==> src/rtl/riscv_pipe_pkg.sv <==
// riscv_pipe_pkg: shared hazard-control types and the pipeline-register strobe bundle
package riscv_pipe_pkg;
    typedef enum logic {HZ_RUN, HZ_MD_BUSY} hz_state_t;
    localparam logic [4:0] REG_X0 = 5'd0;
    typedef struct packed {
        logic pc_stall;
        logic if_id_stall;
        logic if_id_flush;
        logic id_ex_stall;
        logic id_ex_flush;
        logic ex_mem_bubble;
    } hz_strobe_t;
endpackage

==> src/rtl/sat_counter.sv <==
// sat_counter: W-bit event counter that holds at all-ones instead of wrapping
module sat_counter #(
    parameter int W = 32
) (
    input  logic         clk,
    input  logic         rst_n,
    input  logic         inc,
    output logic [W-1:0] count
);
    always_ff @(posedge clk or negedge rst_n)
        if (!rst_n) count <= '0;
        else if (inc && count != '1) count <= count + 1'b1;
endmodule

==> src/rtl/hazard_stall_ctrl.sv <==
// hazard_stall_ctrl: load-use / branch / MUL-DIV stall-flush strobes plus saturating perf counters
module hazard_stall_ctrl
    import riscv_pipe_pkg::*;
#(
    parameter int MD_LATENCY = 4,
    parameter int CNT_W      = 32
) (
    input  logic             clk,
    input  logic             rst_n,
    input  logic [4:0]       IF_ID_Rs1,
    input  logic [4:0]       IF_ID_Rs2,
    input  logic [4:0]       ID_EX_Rd,
    input  logic             ID_EX_MemRead,
    input  logic             ID_EX_MulDiv,
    input  logic             EX_Branch_Taken,
    output logic             PC_Stall,
    output logic             IF_ID_Stall,
    output logic             IF_ID_Flush,
    output logic             ID_EX_Stall,
    output logic             ID_EX_Flush,
    output logic             EX_MEM_Bubble,
    output logic             MD_Busy,
    output logic [CNT_W-1:0] Stall_Count,
    output logic [CNT_W-1:0] Flush_Count
);
    localparam int MW = MD_LATENCY > 2 ? $clog2(MD_LATENCY) : 1;
    localparam logic [MW-1:0] MD_INIT = MW'(MD_LATENCY > 1 ? MD_LATENCY - 2 : 0);
    localparam hz_strobe_t MD_HOLD = '{pc_stall: 1'b1, if_id_stall: 1'b1, if_id_flush: 1'b0,
                                       id_ex_stall: 1'b1, id_ex_flush: 1'b0, ex_mem_bubble: 1'b1};
    hz_state_t  state, state_nxt;
    logic [MW-1:0] md_cnt, md_nxt;
    hz_strobe_t st, st_raw;
    logic       load_use;
    assign load_use = ID_EX_MemRead && ID_EX_Rd != REG_X0 &&
                      (ID_EX_Rd == IF_ID_Rs1 || ID_EX_Rd == IF_ID_Rs2);
    always_comb begin
        st_raw    = '0;
        state_nxt = state;
        md_nxt    = md_cnt;
        if (state == HZ_RUN) begin
            if (EX_Branch_Taken) begin
                st_raw.if_id_flush = 1'b1;
                st_raw.id_ex_flush = 1'b1;
            end else if (ID_EX_MulDiv && MD_LATENCY > 1) begin
                st_raw    = MD_HOLD;
                state_nxt = HZ_MD_BUSY;
                md_nxt    = MD_INIT;
            end else if (load_use) begin
                st_raw.pc_stall    = 1'b1;
                st_raw.if_id_stall = 1'b1;
                st_raw.id_ex_flush = 1'b1;
            end
        end else if (md_cnt != '0) begin
            st_raw = MD_HOLD;
            md_nxt = md_cnt - 1'b1;
        end else begin
            state_nxt = HZ_RUN;
        end
    end
    // strobes must be quiet for the whole time reset is held, not just after the next edge
    assign st = rst_n ? st_raw : '0;
    always_ff @(posedge clk or negedge rst_n)
        if (!rst_n) begin
            state  <= HZ_RUN;
            md_cnt <= '0;
        end else begin
            state  <= state_nxt;
            md_cnt <= md_nxt;
        end
    assign PC_Stall      = st.pc_stall;
    assign IF_ID_Stall   = st.if_id_stall;
    assign IF_ID_Flush   = st.if_id_flush;
    assign ID_EX_Stall   = st.id_ex_stall;
    assign ID_EX_Flush   = st.id_ex_flush;
    assign EX_MEM_Bubble = st.ex_mem_bubble;
    assign MD_Busy       = rst_n && state == HZ_MD_BUSY;
    sat_counter #(.W(CNT_W)) u_stall_cnt (.clk(clk), .rst_n(rst_n), .inc(st.pc_stall), .count(Stall_Count));
    sat_counter #(.W(CNT_W)) u_flush_cnt (.clk(clk), .rst_n(rst_n), .inc(st.if_id_flush), .count(Flush_Count));
endmodule
==> config.mk <==
export PLATFORM = sky130hd
export DESIGN_NAME = hazard_stall_ctrl
export DESIGN_NICKNAME = d
export VERILOG_FILES = /design/src/rtl/riscv_pipe_pkg.sv /design/src/rtl/sat_counter.sv /design/src/rtl/hazard_stall_ctrl.sv
export SDC_FILE = /design/constraint.sdc
export NUM_CORES = 1
export LEC_CHECK = 0
export ABC_AREA = 1
export ABC_CLOCK_PERIOD_IN_PS = 3810
export CAP_MARGIN = 40
export CORE_MARGIN = 2
export CORE_UTILIZATION = 25
export DETAILED_ROUTE_END_ITERATION = 8
export GPL_TIMING_DRIVEN = 0
export SYNTH_ARGS = -nofsm -noshare
export SYNTH_HDL_FRONTEND = slang
export SYNTH_HIERARCHICAL = 1
export SYNTH_SLANG_ARGS = --single-unit
==> constraint.sdc <==
create_clock -name clk -period 3.81 [get_ports clk]
set_input_delay 0.762 -clock clk [delete_from_list [all_inputs] [get_ports clk]]
set_output_delay 0.762 -clock clk [all_outputs]
set_load 0.005 [all_outputs]
* Word level (Yosys, flattened, before mapping)
Cells that the tools add are included.
** Storage, ports and cells
- Bits in registers :: 67
- Word-level logic and storage cells :: 43
** Cells by class
- Add/sub/neg operators :: 3
- Mux-type cells :: 20
- Reduce and logical (&&, ||, !) cells :: 10
- Equal/unequal tests :: 6
** Operators by type and width (count)
- adder 32 x 1 -> 32 bit, second input constant :: 2
- != test 32 bit, second input constant :: 2
- two-way mux 6 bit :: 3
- two-way mux 2 bit :: 7
- equality test 5 bit :: 2
- two-way mux 1 bit :: 10
- logical AND 1 bit :: 5
- nonzero test 5 bit :: 1
- != test 2 x 1 -> 1 bit, second input constant :: 2
- nonzero test 2 bit :: 2
- AND reduction 3 bit :: 1
- subtractor 2 x 1 -> 2 bit, second input constant :: 1
- logical OR 1 bit :: 1

* Longest topological paths before layout
Gate-level depths: netlist of the first run.
- Word-level depth :: 9
- Depth in mapped cells :: 16
- Gate-level depth less buffers :: 16

* Cells and area by module
The synthesis of the first run kept the hierarchy.
** Modules (own cells, without submodules)
- sat_counter (u_stall_cnt) :: cells each 333, sequential area each 800.8 um2, area each 2190.9 um2, instances 1
- sat_counter (u_flush_cnt) :: cells each 329, sequential area each 800.8 um2, area each 2140.8 um2, instances 1
- hazard_stall_ctrl :: cells each 81, sequential area each 75.1 um2, area each 430.4 um2, instances 1

* Worst setup path after synthesis of the first run
OpenSTA, ideal clock, no wires.
- Path type :: input port to flip-flop
- Start point :: input port ID_EX_Rd[2]
- End point :: register u_stall_cnt.count[26]
- Path buffers :: 0
- Arrival :: 2265 ps
- Cell stages on the path :: 15
- Data required time :: 3693 ps
- Setup time :: 117 ps
- Path slack :: 1428 ps
- Cells stage by stage :: inv_1 nand2_1 nand2_1 nor2_1 nand3_1 nand2_1 nand3_1 nand2_1 inv_1 nor2_1 nand2_1 nor2_1 nand3_1 nand2_1 nand2_1
** Between the ends
- Word-level cells in the longest chain between the ends :: 9
- Elaborated cells between the ends (all ways) :: 12
- Classes of those cells :: 2 x eq/ne; 5 x mux; 5 x reduce/logical
** RTL lines
- start: declaration :: line hazard_stall_ctrl.sv:12 : input logic [4:0] ID_EX_Rd,
- equality test 5 bit or nonzero test 5 bit (tied branches) :: line hazard_stall_ctrl.sv:35, hazard_stall_ctrl.sv:34
- logical OR 1 bit or logical AND 1 bit (tied branches) :: line hazard_stall_ctrl.sv:35, hazard_stall_ctrl.sv:34
- logical AND 1 bit * :: line hazard_stall_ctrl.sv:34 : assign load_use = ID_EX_MemRead && ID_EX_Rd != REG_X0 &&
- two-way mux 2 bit * :: line hazard_stall_ctrl.sv:48 : end else if (load_use) begin
- two-way mux 2 bit * :: line hazard_stall_ctrl.sv:44 : end else if (ID_EX_MulDiv && MD_LATENCY > 1) begin
- two-way mux 2 bit * :: line hazard_stall_ctrl.sv:41 : if (EX_Branch_Taken) begin
- two-way mux 6 bit * :: line hazard_stall_ctrl.sv:40 : if (state == HZ_RUN) begin
- two-way mux 6 bit * :: line hazard_stall_ctrl.sv:61 : assign st = rst_n ? st_raw : '0;
- logical AND 1 bit * :: line sat_counter.sv:12 : else if (inc && count != '1) count <= count + 1'b1;
- end signal: assignment :: line sat_counter.sv:12
- end: declaration :: line sat_counter.sv:8 : output logic [W-1:0] count
Mark *: on every way between the ends. The rest lies on a longest branch, timed or not.
A chain may end at the register's enable or synchronous reset.

* Worst setup path after layout of the first run
- Start point :: input port ID_EX_Rd[2]
- End point :: output port PC_Stall
** Between the ends
- Word-level cells in the longest chain between the ends :: 8
- Elaborated cells between the ends (all ways) :: 11
- Classes of those cells :: 2 x eq/ne; 5 x mux; 4 x reduce/logical
** RTL lines
- equality test 5 bit or nonzero test 5 bit (tied branches) :: line hazard_stall_ctrl.sv:35, hazard_stall_ctrl.sv:34
- logical OR 1 bit or logical AND 1 bit (tied branches) :: line hazard_stall_ctrl.sv:35, hazard_stall_ctrl.sv:34
- logical AND 1 bit * :: line hazard_stall_ctrl.sv:34
- two-way mux 2 bit * :: line hazard_stall_ctrl.sv:48
- two-way mux 2 bit * :: line hazard_stall_ctrl.sv:44
- two-way mux 2 bit * :: line hazard_stall_ctrl.sv:41
- two-way mux 6 bit * :: line hazard_stall_ctrl.sv:40
- two-way mux 6 bit * :: line hazard_stall_ctrl.sv:61
- end: declaration :: line hazard_stall_ctrl.sv:16 : output logic PC_Stall,
Marked as above.

==> impl_results.md, run 1 <==
* DIE WIDTH at ~140 um
* Later-pin clock latency in the skew report at 0.34 ns
* Tightest Hold Check Type: primary input to async pin
* Netlist area before placement at 0.00476 sq mm
* Clock transition at path regs at approximately 0.060 ns
* Clock tree buffer depth at 2
* Post-CTS Setup Inserts at 0
* Row Count at 50
* Yosys warning count at 6
* Total track usage at 14.2%
* Vias in the first global route at approximately 4600
* TritonRoute pass-1 iters at 5
* Ports at 91
* F_max at 0.278 GHz
* Critical Path RT at 3.05 ns
* Largest net degree at the start of global routing at 48
* Max-Cap Viols at 0
* Worst slew pin tran at 0.550 ns
* Worst Setup Start Kind: primary input
* Mapped Cells at between 700 and 800
* Setup crit end kind: primary output
* Pwr/cell area at roughly 350 mW/mm^2
* Top fanout value on the critical path at 8
* Chip height at roughly 140 um
* DP Wirelength at 10500 um
* # port buffers at 90
* Initial DRC Count at 302
* Initial Utilization at between 20% and 30%
* Unrepaired setup endpoints after global routing: no
* Worst EP arrival at roughly 2.8 ns
* Vias per cell at 4.48
* Synth-to-layout area growth at 31.8%
* Crit share post-route at 94.3%
* Final Slew Violations at 0
* Reg area at ~0.0017 sq mm
* Max-slew headroom at between 60% and 70%
* Fraction of the yosys area taken by sequential cells at a little over a third
* Root cell of the clock tree: clkbuf_16
* Area leader, netlist: dfrtp_1
* Fillers at between 2000 and 2500
* Most common cell after layout, fill and taps aside: nand2_1
* PostCTS Resize Cnt at 0
* Antenna-violating nets left at 0
* Area of the core at ~0.019 sq mm
* Nets at 868
* Synthesized net count at 766
* Ranking of synthesized cells by area: dfrtp_1 (35%), nand2_1 (24%), nor2_1 (8.5%), inv_1 (6.0%), nand3_1 (5.5%)
* WL per Instance at approximately 13 um
* Setup Viol. Count Final at 0
* Synth top area share at 35.2%
* Worst hold slack at 0.321 ns
* First-pass GRT wire length at about 23000 um
* FF+latch count, synth at 67
* Die ar. at ~0.020 sq mm
* CTS Hold Buffers Added at 0
* CTS tree: built
* Vias at roughly 4900
* N_diodes at 0
* Yosys cell types at 26
* GPL Wtd Cong at between 0.9 and 1
* Commonest non-fill, non-tap cells in the layout: nand2_1 (310), nor2_1 (108), clkdlybuf4s50_1 (89)
* Hold Violations, Final at 0
* Share of cells above drive strength 1 at 8.12%
* CTS sink count at 67
* Layout Cells excl Fill at approximately 1100
* Detailed-route DRC error count at 0
* Initial antenna violation count at 0
* Global route total overflow at 0
* Routed Wire Length at 13800 um
* Multi-input gate area at 0.00266 sq mm
* Clock period minus worst slack at between 3 and 4 ns
* Placed Cells at 1068
* H-tree Lvls at 3
* Kind of critical path: primary input to primary output
* Syn avg cell area at 6.41 sq um
* Run status: finished clean
* Setup Skew at between 0.007 and 0.008 ns
* Peak VDD IR at roughly 0.23 mV
* Static Leak at ~2.7 nW
* CTS buffer count at 9
==> power by group <==
part           switching (mW)  internal [mW]
Combinational           0.253          0.237
Clock                   0.319          0.524
Sequential             0.0667          0.766
Total                   0.639           1.53
==> flip-flops by register name (all words and copies together), names as in the netlist <==
| register | flops |
|---|---|
| md_cnt | 2 |
| u_stall_cnt/count | 32 |
| state | 1 |
| u_flush_cnt/count | 32 |
==> cells by family after synthesis <==
family / after synthesis / share of synthesized area [%]
buffers and inverters: 95 / 8.85
and+or+nand+nor: 546 / 50.1
AOI/OAI and AO/OA: 14 / 1.71
DFF: 67 / 35.2
xor gates and xnor gates: 18 / 3.31
adders and majority gates: 3 / 0.788
==> critical path, cell delays in order <==
cell,delay (ns)
clkdlybuf4s50_1,0.50
inv_1,0.08
nand2_1,0.06
nand2_1,0.05
nor2_1,0.12
nand3_1,0.08
nand2_1,0.09
nand3_1,0.07
nand2_1,0.35
buf_4,0.19
clkdlybuf4s50_1,0.48
==> routing by layer <==
| metal | wire [um] | up-vias | part of all wire (%) | GRT usage (%) |
|---|---|---|---|---|
| li1 | - | 2510 | - | - |
| met1 | 6370 | 2206 | 46 | 18.1 |
| met2 | 6380 | 116 | 46 | 23.8 |
| met3 | 703 | 24 | 5.1 | 3.03 |
| met4 | 299 | 0 | 2.2 | 5.00 |
| met5 | 0 | - | 0 | 0 |
==> cell usage after synthesis (all sizes together) <==
library cell	number
nand3	53
xnor2	16
buf	13
a22oi	1
o21bai	2
dfrtp	67
xor2	2
nand3b	16
nor2	123
nand4	22
ha	3
nor3	5
o21ai	8
inv	82
a21oi	3
nand2	327
==> final timing paths <==
| path | startpoint | slack (ns) | cells after the start | to |
|---|---|---|---|---|
| worst max-delay path | ID_EX_Rd[2] | 0.22 | 11 | PC_Stall |
| worst min-delay path | rst_n | 0.32 | 1 | u_flush_cnt/count[17] |
| worst max register to register | md_cnt[0] | 1.15 | 16 | u_stall_cnt/count[22] |
| worst min register to register | md_cnt[1] | 0.54 | 2 | md_cnt[1] |
| max in group asynchronous | rst_n | 2.93 | 2 | u_stall_cnt/count[0] |
| min in group clk | md_cnt[1] | 0.54 | 2 | md_cnt[1] |
==> final cells by class <==
cell class | count | area share (%)
Timing Repair Buffer | 91 | 14.7
Clock buffer | 12 | 3.93
Multi-Input combinational cell | 581 | 42.4
Buffer | 13 | 1.81
Sequential cell | 67 | 26.7
Inverter | 82 | 4.90
Tap cell | 234 | 4.66
Clock inverter | 4 | 0.797
==> stage by stage <==
stage	setup slack (ns)	setup TNS [ns]	area [sq um]	power (mW)	util [%]
4_1_cts	0.176	0	6280	2.21	33.6
6_report	0.216	0	6280	2.17	33.6
3_3_place_gp	-2.63	-176.68	5960	1.33	31.8
5_1_grt	0.0363	0	6280	2.29	33.6
2_1_floorplan	1.43	0	4760	1.11	-
3_5_place_dp	0.191	0	5980	1.34	32.0
(Power assumes the default switching activity.)
==> run 2: changes to the inputs <==
Settings changed: CAP_MARGIN 40 to 20, CORE_UTILIZATION 25 to 50, PLACE_DENSITY set to 0.77, SLEW_MARGIN set to 20.
==> run 2 against run 1 <==
First-iteration DRC count grew 21%. Critical path depth unchanged. Clock skew up 0.0044 ns. Clock power decreased by 36%. Global-route usage grew 12 points. Largest power group is now sequential cells. Largest cell class unchanged. Sequential share of layout area rose by 1.2 points.
==> impl_results.md, run 2 (synthesis results as in run 1) <==
* Antenna-violating nets left at 0
* H-tree Lvls at 3
* Routed Wire Length at 12900 um
* Later-pin clock latency in the skew report at about 0.34 ns
* Final Slew Violations at 0
* DP Wirelength at just under 10000 um
* Ports at 91
* Kind of critical path: primary input to primary output
* GPL Wtd Cong at roughly 0.98
* Top fanout value on the critical path at 8
* Vias at ~5000
* Clock transition at path regs at 0.08 ns
* PostCTS Resize Cnt at 0
* Multi-input gate area at about 0.0027 sq mm
* Fillers at approximately 850
* Place WS at 0.243 ns
* CTS tree: built
* Max-slew headroom at between 60 and 70%
* Max-Cap Viols at 0
* Setup ws final at between 0.2 and 0.25 ns
* Initial DRC Count at ~370
* Chip height at 102 um
* Worst Setup Start Kind: primary input
* CTS buffer count at 9
* Reg area at ~0.0017 sq mm
* Commonest non-fill, non-tap cells in the layout: nand2_1 (310), nor2_1 (108), clkdlybuf4s50_1 (89)
* # port buffers at 90
* Tightest Hold Check Type: primary input to async pin
* N_diodes at 0
* Setup Skew at approximately 0.012 ns
* Critical Path RT at 3.05 ns
* Most common cell after layout, fill and taps aside: nand2_1
* WL per Instance at about 13 um
* Initial antenna violation count at 0
* Setup crit end kind: primary output
* Placed Cells at slightly below 1000
* Worst slew pin tran at about 0.56 ns
* F_max at 0.280 GHz
* Vias in the first global route at 4534
* Run status: finished clean
* CTS sink count at 67
* CTS Hold Buffers Added at 0
* First-pass GRT wire length at about 22000 um
* DIE WIDTH at a little over 100 um
* Share of cells above drive strength 1 at around 8.0%
* Initial Utilization at about half
* Area of the core at ~0.0092 sq mm
* Largest net degree at the start of global routing at 36
* FF-to-FF Start: md_cnt[0]
* Synth-to-layout area growth at 26.3%
* Detailed-route DRC error count at 0
* Total track usage at a little over a quarter
* Crit share post-route at between 90% and 100%
* Biggest regs: u_flush_cnt/count: 32 flops, u_stall_cnt/count: 32 flops, md_cnt: 2 flops
* Pwr/cell area at 309 mW/mm^2
* Post-CTS Setup Inserts at 0
* Static Leak at about 2.6 nW
* Unrepaired setup endpoints after global routing: no
* Layout Cells excl Fill at approximately 980
* Vias per cell at 5.13
* Worst EP arrival at around 2.8 ns
* Hold Violations, Final at 0
* Clock period minus worst slack at 3.58 ns
* Root cell of the clock tree: clkbuf_8
* Clock tree buffer depth at 2
* Peak VDD IR at about 0.35 mV
* TritonRoute pass-1 iters at 5
* Row Count at 35
* Worst setup startpoint: ID_EX_Rd[0]
* Nets at about 870
* Die ar. at roughly 0.010 sq mm
* Global route total overflow at 0
* Setup Viol. Count Final at 0
## run 2: cell count changes in the layout (fill, tap and decap cells not counted)
| cell | before | now |
|---|---|---|
| bufinv_16 | 1 | 0 |
| buf_16 | 1 | 0 |
| clkbuf_8 | 1 | 11 |
| clkinv_2 | 1 | 2 |
| clkbuf_1 | 2 | 3 |
| buf_12 | 0 | 1 |
| clkbuf_16 | 9 | 0 |
| clkinvlp_4 | 2 | 0 |
## run 2: layout make-up
cell class,count,area share [%]
Sequential cell,67,27.9
Buffer,13,1.89
Inverter,82,5.12
Multi-Input combinational cell,581,44.3
Clock buffer,14,2.70
Clock inverter,2,0.166
Tap cell,129,2.68
Timing Repair Buffer,91,15.3
## run 2: power by group
| part | total, mW | leakage (nW) | switching, mW | internal [mW] |
|---|---|---|---|---|
| sequential | 0.832 | 0.920 | 0.0677 | 0.765 |
| combinational | 0.488 | 1.59 | 0.252 | 0.236 |
| clock | 0.539 | 0.0905 | 0.268 | 0.271 |
## run 2: metal layers
metal	vias to the layer above	wire length [um]	share of wire, %	GRT usage, %
met5	-	0	0	0
met4	0	133	1.0	9.04
met3	12	874	6.8	2.55
met2	201	5920	46	41.4
met1	2310	5970	46	37.8
li1	2503	-	-	-
## run 2: final timing paths
path	endpoint	slack [ns]	cells after the start
setup / recovery	PC_Stall	0.23	11
hold / removal	u_flush_cnt/count[26]	0.36	1
setup reg to reg	u_stall_cnt/count[22]	1.09	16
hold reg to reg	u_flush_cnt/count[31]	0.55	2
max in group asynchronous	u_stall_cnt/count[11]	2.89	2
min in group clk	u_flush_cnt/count[31]	0.55	2
## run 2: worst max-delay path, stage by stage
cell and delay [ns]:
clkdlybuf4s50_1 0.52, inv_1 0.07, nand2_1 0.06, nand2_1 0.04, nor2_1 0.11, nand3_1 0.07, nand2_1 0.09, nand3_1 0.08
nand2_1 0.32, buf_4 0.18, clkdlybuf4s50_1 0.49
## run 2: through the flow
stage	hold slack (ns)	setup TNS, ns	instance area (sq um)	util [%]	power [mW]
floorplan	0.466	0	4760	-	1.11
detailed placement	0.532	0	5840	63.2	1.34
global placement	0.517	-145.39	5820	63.0	1.31
CTS	0.372	0	6010	65.1	1.87
global route	0.378	0	6010	65.1	1.97
finish	0.359	0	6010	65.1	1.86
==> run 3: changes to the inputs <==
Settings changed: CAP_MARGIN 20 to not set.
==> results of run 3 <==
Final layout, timing and power as in run 2 (identical DEF).
